File: src/rtl/cond_pkg.sv
// Shared definitions for the conditional-execution logic of the multicycle ARM core.
// Holds the condition-code encodings, the NZCV flag bit positions and a
// packed NZCV struct so every user of the flags agrees on the layout.

package cond_pkg;

   // Condition-code encodings as they appear in Instr[31:28]
   localparam logic [3:0] COND_EQ = 4'b0000;
   localparam logic [3:0] COND_NE = 4'b0001;
   localparam logic [3:0] COND_CS = 4'b0010;
   localparam logic [3:0] COND_CC = 4'b0011;
   localparam logic [3:0] COND_MI = 4'b0100;
   localparam logic [3:0] COND_PL = 4'b0101;
   localparam logic [3:0] COND_VS = 4'b0110;
   localparam logic [3:0] COND_VC = 4'b0111;
   localparam logic [3:0] COND_HI = 4'b1000;
   localparam logic [3:0] COND_LS = 4'b1001;
   localparam logic [3:0] COND_GE = 4'b1010;
   localparam logic [3:0] COND_LT = 4'b1011;
   localparam logic [3:0] COND_GT = 4'b1100;
   localparam logic [3:0] COND_LE = 4'b1101;
   localparam logic [3:0] COND_AL = 4'b1110;
   localparam logic [3:0] COND_NV = 4'b1111;

   // Bit positions of each flag inside a 4-bit {N,Z,C,V} vector
   localparam int FLAG_N = 3;
   localparam int FLAG_Z = 2;
   localparam int FLAG_C = 1;
   localparam int FLAG_V = 0;

   // Packed view of the status flags; bit order matches {N,Z,C,V}
   typedef struct packed {
      logic n;
      logic z;
      logic c;
      logic v;
   } nzcv_t;

endpackage

File: src/rtl/cond_check.sv
// Purely combinational ARM condition evaluator: (Cond, Flags) -> pass/fail.
// Kept as its own block so a later pipelined core can reuse it unchanged.
// The reserved 1111 encoding always evaluates to a defined 0.

module cond_check
   import cond_pkg::*;
(
   input  logic [3:0] i_cond,
   input  logic [3:0] i_flags,
   output logic       o_result
);

   nzcv_t w_flags;
   logic  w_nEqV;

   assign w_flags = nzcv_t'(i_flags);
   assign w_nEqV  = (w_flags.n == w_flags.v);

   // Decode the condition field against the supplied flags, defaulting to fail
   always_comb begin
      o_result = 1'b0;
      case (i_cond)
         COND_EQ: o_result = w_flags.z;
         COND_NE: o_result = ~w_flags.z;
         COND_CS: o_result = w_flags.c;
         COND_CC: o_result = ~w_flags.c;
         COND_MI: o_result = w_flags.n;
         COND_PL: o_result = ~w_flags.n;
         COND_VS: o_result = w_flags.v;
         COND_VC: o_result = ~w_flags.v;
         COND_HI: o_result = w_flags.c & ~w_flags.z;
         COND_LS: o_result = ~w_flags.c | w_flags.z;
         COND_GE: o_result = w_nEqV;
         COND_LT: o_result = ~w_nEqV;
         COND_GT: o_result = ~w_flags.z & w_nEqV;
         COND_LE: o_result = w_flags.z | ~w_nEqV;
         COND_AL: o_result = 1'b1;
         COND_NV: o_result = 1'b0;
         default: o_result = 1'b0;
      endcase
   end

endmodule

File: src/rtl/cond_unit.sv
// Conditional-execution unit for the multicycle ARM core.
// Holds the NZCV flags, registers the condition result one cycle (CondExD)
// and gates PC / register-file / memory write requests so that an
// instruction whose condition fails retires without side effects.
// Optional retire counters are built only when COND_PERF_EN is defined;
// otherwise ExecCnt and SkipCnt are tied to zero.

module cond_unit
   import cond_pkg::*;
#(
   parameter int CNT_W = 32
) (
   input  logic             clk,
   input  logic             reset,
   input  logic [3:0]       Cond,
   input  logic [3:0]       ALUFlags,
   input  logic [1:0]       FlagW,
   input  logic             PCS,
   input  logic             NextPC,
   input  logic             RegW,
   input  logic             MemW,
   input  logic             IRWrite,
   output logic             PCWrite,
   output logic             RegWrite,
   output logic             MemWrite,
   output logic [3:0]       Flags,
   output logic             CondEx,
   output logic [CNT_W-1:0] ExecCnt,
   output logic [CNT_W-1:0] SkipCnt
);

   nzcv_t r_flags;
   logic  r_condExD;
   logic  w_condResult;

   // Condition is always evaluated against the stored flags, so an
   // instruction that writes flags still sees the old ones for itself
   cond_check u_condCheck (
      .i_cond   (Cond),
      .i_flags  (r_flags),
      .o_result (w_condResult)
   );

   // Flag groups N,Z and C,V update independently and only when the condition passes
   always_ff @(posedge clk or negedge reset) begin
      if (!reset) begin
         r_flags <= '0;
      end else begin
         if (FlagW[1] && w_condResult) begin
            r_flags.n <= ALUFlags[FLAG_N];
            r_flags.z <= ALUFlags[FLAG_Z];
         end
         if (FlagW[0] && w_condResult) begin
            r_flags.c <= ALUFlags[FLAG_C];
            r_flags.v <= ALUFlags[FLAG_V];
         end
      end
   end

   // Condition result delayed by one cycle, sampled unconditionally every cycle
   always_ff @(posedge clk or negedge reset) begin
      if (!reset) begin
         r_condExD <= 1'b0;
      end else begin
         r_condExD <= w_condResult;
      end
   end

   // Write gating; fetch (NextPC) advances the PC regardless of the condition
   always_comb begin
      PCWrite  = (PCS & r_condExD) | NextPC;
      RegWrite = RegW & r_condExD;
      MemWrite = MemW & r_condExD;
   end

   assign Flags  = r_flags;
   assign CondEx = r_condExD;

`ifdef COND_PERF_EN
   localparam logic [CNT_W-1:0] CNT_ONE = {{(CNT_W-1){1'b0}}, 1'b1};

   logic             r_irwD;
   logic [CNT_W-1:0] r_execCnt;
   logic [CNT_W-1:0] r_skipCnt;

   // Delayed fetch strobe marks the decode cycle where each instruction is counted once
   always_ff @(posedge clk or negedge reset) begin
      if (!reset) begin
         r_irwD <= 1'b0;
      end else begin
         r_irwD <= IRWrite;
      end
   end

   // Retire counters classify each instruction as executed or skipped; both wrap
   always_ff @(posedge clk or negedge reset) begin
      if (!reset) begin
         r_execCnt <= '0;
         r_skipCnt <= '0;
      end else if (r_irwD) begin
         if (w_condResult) begin
            r_execCnt <= r_execCnt + CNT_ONE;
         end else begin
            r_skipCnt <= r_skipCnt + CNT_ONE;
         end
      end
   end

   assign ExecCnt = r_execCnt;
   assign SkipCnt = r_skipCnt;
`else
   logic w_unusedIrWrite;

   assign w_unusedIrWrite = IRWrite;
   assign ExecCnt         = '0;
   assign SkipCnt         = '0;
`endif

endmodule

File: config.mk
export PLATFORM = sky130hd
export DESIGN_NAME = cond_unit
export DESIGN_NICKNAME = d
export VERILOG_FILES = /design/src/rtl/cond_pkg.sv /design/src/rtl/cond_check.sv /design/src/rtl/cond_unit.sv
export SDC_FILE = /design/constraint.sdc
export NUM_CORES = 1
export LEC_CHECK = 0
export BUFFER_PORTS_ARGS = -buffer_cell sky130_fd_sc_hd__buf_4
export CAP_MARGIN = 20
export CORE_MARGIN = 2
export CORE_UTILIZATION = 37
export DETAILED_ROUTE_END_ITERATION = 7
export PLACE_DENSITY = 0.87
export RECOVER_POWER = 25
export SKIP_CTS_REPAIR_TIMING = 1
export SYNTH_ARGS = -nofsm -noshare
export SYNTH_HDL_FRONTEND = slang
export SYNTH_HIERARCHICAL = 1
export SYNTH_SLANG_ARGS = --single-unit
File: constraint.sdc
create_clock -name clk -period 3.5 [get_ports clk]
set_clock_uncertainty 0.1 [all_clocks]
set_input_delay 0.525 -clock clk [delete_from_list [all_inputs] [get_ports clk]]
set_output_delay 0.525 -clock clk [all_outputs]
set_load 0.02 [all_outputs]
==> summary.md <==
| Metric | Value |
|---|---|
| Outcome | `finished clean` |
| Post-synthesis compound-gate area fraction | `0.0822` |
| CTS tree | `yes` |
| WL met1 | `354 µm` |
| Remaining Overflow, GRT | `0` |
| Initial antenna violation count | `0` |
| Clk buf depth | `2` |
| Maxcap violations | `0` |
| Crit end category | `flip-flop` |
| CP required | `3530 ps` |
| Ys Warns | `6` |
| Port bufs | `23` |
| Starting DRT DRC Count | `4` |
| Final cell count without fillers | `155` |
| Fin. Hold Viols | `0` |
| RSZ-0062 raised after global routing | `no` |
| Post-synthesis sequential area ratio | `0.149` |
| Die width | `51.6 µm` |
| Drt wl/cell | `7.16 µm` |
| Final Max Slew Viols | `0` |
| Worst vdd ir | `0.349 mV` |
| DRC viols | `0` |
| Sum Neg Setup Slack | `0 ps` |
| Placed instance count | `150` |
| Htree depth | `1` |
| Setup violators final | `0` |
| Worst min path class | `input port to flip-flop` |
| Main area contributors after synthesis | `buf_4, dfrtp_1, mux2_2` |
| Yosys top cell by area | `buf_4` |
| Via density | `3.39` |
| CORE AREA | `0.00217 mm²` |
| Worst Path Max Fanout | `4` |
| Vias in the first global route | `371` |
| Worst Setup Path Type | `flip-flop to flip-flop` |
| Final wirelength | `1.11 mm` |
| # clock sinks | `5` |
| Die Y | `51.6 µm` |
| Vias | `526` |
| Top sig layer | `met4` |
| Flop-to-flop setup slack | `1340 ps` |
| First-pass GRT wire length | `1.50 mm` |
| Xor/xnor share of the synthesized area | `0.0419` |
| Met3 Routed Length | `154 µm` |
| Largest net degree at the start of global routing | `9` |
| Layout cells sized above 1 | `0.228` |
| Startpoint types | `flip-flop` |
| Adder-cell share of the synthesized area | `0` |
| Arr. time, crit path | `2180 ps` |
| Routability-driven placement congestion ratio | `0.795` |
| Final period util | `0.616` |
| Overall global routing resource usage | `0.0796` |
| Mapped Cells | `102` |
| Number of buffers created by CTS | `3` |
| Power per cell area | `579 mW/mm²` |
| Synth Area in Simple Gates | `0.0643` |
| Synth Register Bits | `5` |
| Main combinational cell family by area after synthesis | `buffers and inverters` |
| Met2 wire length | `572 µm` |
| Root Driver | `clkbuf_4` |
| Clock Latency Late Sink | `240 ps` |
| Final Util | `0.379` |
| Ports | `89` |
| Syn Area/Cell | `8.21 µm²` |
| Die area | `0.00266 mm²` |
| F_max | `463 MHz` |
| Leakage power | `0.000473 µW` |
| Fillers | `223` |
| Area grow syn2layout | `-1.79%` |
| Post-synth top area share | `0.583` |
| Nets | `145` |
| Final min period | `2160 ps` |
| Synthesized area | `837 µm²` |
| Starting Density | `0.386` |
| DP HPWL | `956 µm` |
| Multiplexer share of the synthesized area | `0.0658` |
| ANT nets after route | `0` |
| Distinct cells, synth | `24` |
| Clk slew on worst S/H paths | `40 ps` |
| # rows | `17` |
| Antenna cells | `0` |
| 1st-pass router iterations | `3` |
| Hold Slack | `413 ps` |
-- stage by stage --
stage,cell area (µm²),worst slack [ps],total power (µW)
final,822,1340,476
after global routing,822,1160,513
after CTS,816,1330,480
after detailed placement,790,1270,410
after global placement,790,1310,404
after floorplan,1070,1440,374
-- where the power goes --
group	switching [µW]	internal (µW)	total, µW
Sequential	36.1	86.6	123
Combinational	173	114	286
Clock	23.8	43.1	66.9
Total	233	243	476
-- worst paths after layout --
check / cells after the start / start / end
setup reg to reg: 7 / Flags[3] / Flags[2]
max in group asynchronous: 2 / reset / Flags[2]
min in group asynchronous: 2 / reset / Flags[1]
hold reg to reg: 1 / Flags[3] / Flags[3]
setup / recovery: 7 / Flags[3] / Flags[2]
hold / removal: 2 / ALUFlags[3] / Flags[3]
-- synthesized netlist by cell type --
master / instances
dfrtp_1: 5
nand2b_1: 1
mux2_2: 4
xnor2_1: 1
inv_1: 1
buf_4: 65
mux2i_1: 1
and2_1: 2
a311oi_1: 1
a21oi_1: 3
a2111oi_1: 1
a211oi_1: 1
xor2_1: 3
nor3_1: 1
nor4b_1: 1
a21o_1: 1
nor2b_1: 1
nand2_1: 2
nor2_1: 2
clkbuf_1: 1
conb_1: 1
o22a_1: 1
o21ai_0: 1
o22ai_1: 1
-- cells in the final DEF (no fill, tap or decap) --
master	instances
dfrtp_1	5
a21o_1	1
o21ai_0	1
clkbuf_4	3
o22a_1	1
mux2_2	4
conb_1	64
a2111oi_1	1
mux2i_1	1
buf_4	22
o22ai_1	1
nor2b_1	1
xnor2_1	1
clkbuf_1	2
nand2_1	2
nand2b_1	1
nor4b_1	1
a21oi_1	3
and2_1	2
dlygate4sd3_1	1
nor2_1	2
xor2_1	3
a311oi_1	1
nor3_1	1
a211oi_1	1
inv_1	1
-- logic make-up (layout without fill, tap and decap cells) --
family | Yosys count | in the layout
compound gates | 10 | 10
flops | 5 | 5
xor+xnor | 4 | 4
buf+inv | 67 | 29
simple gates | 10 | 10
other cells | 1 | 64
mux | 5 | 5
-- critical path, stage by stage (launching register included) --
cell and delay, ps:
dfrtp_1 400, xor2_1 290, xor2_1 100, a2111oi_1 390
a311oi_1 80, o22ai_1 250, nand2_1 140, mux2_2 290
-- layout make-up --
cell class	instances	area (µm²)	area share
Clock buffer	4	26.3	0.0320
Multi-Input combinational cell	93	453	0.551
Timing Repair Buffer	24	179	0.218
Sequential cell	5	125	0.152
Tap cell	28	35.0	0.0426
Inverter	1	3.75	0.00457
-- metal layers --
metal / vias up / track usage
met5: - / 0
met2: 51 / 0.139
met1: 224 / 0.0750
met3: 3 / 0.0172
met4: 0 / 0.0789
li1: 248 / -
-- flip-flops by register name (all words and copies together), names as in the netlist --
name / flops
CondEx: 1
Flags: 4
Power figures use the tool's default switching activity.
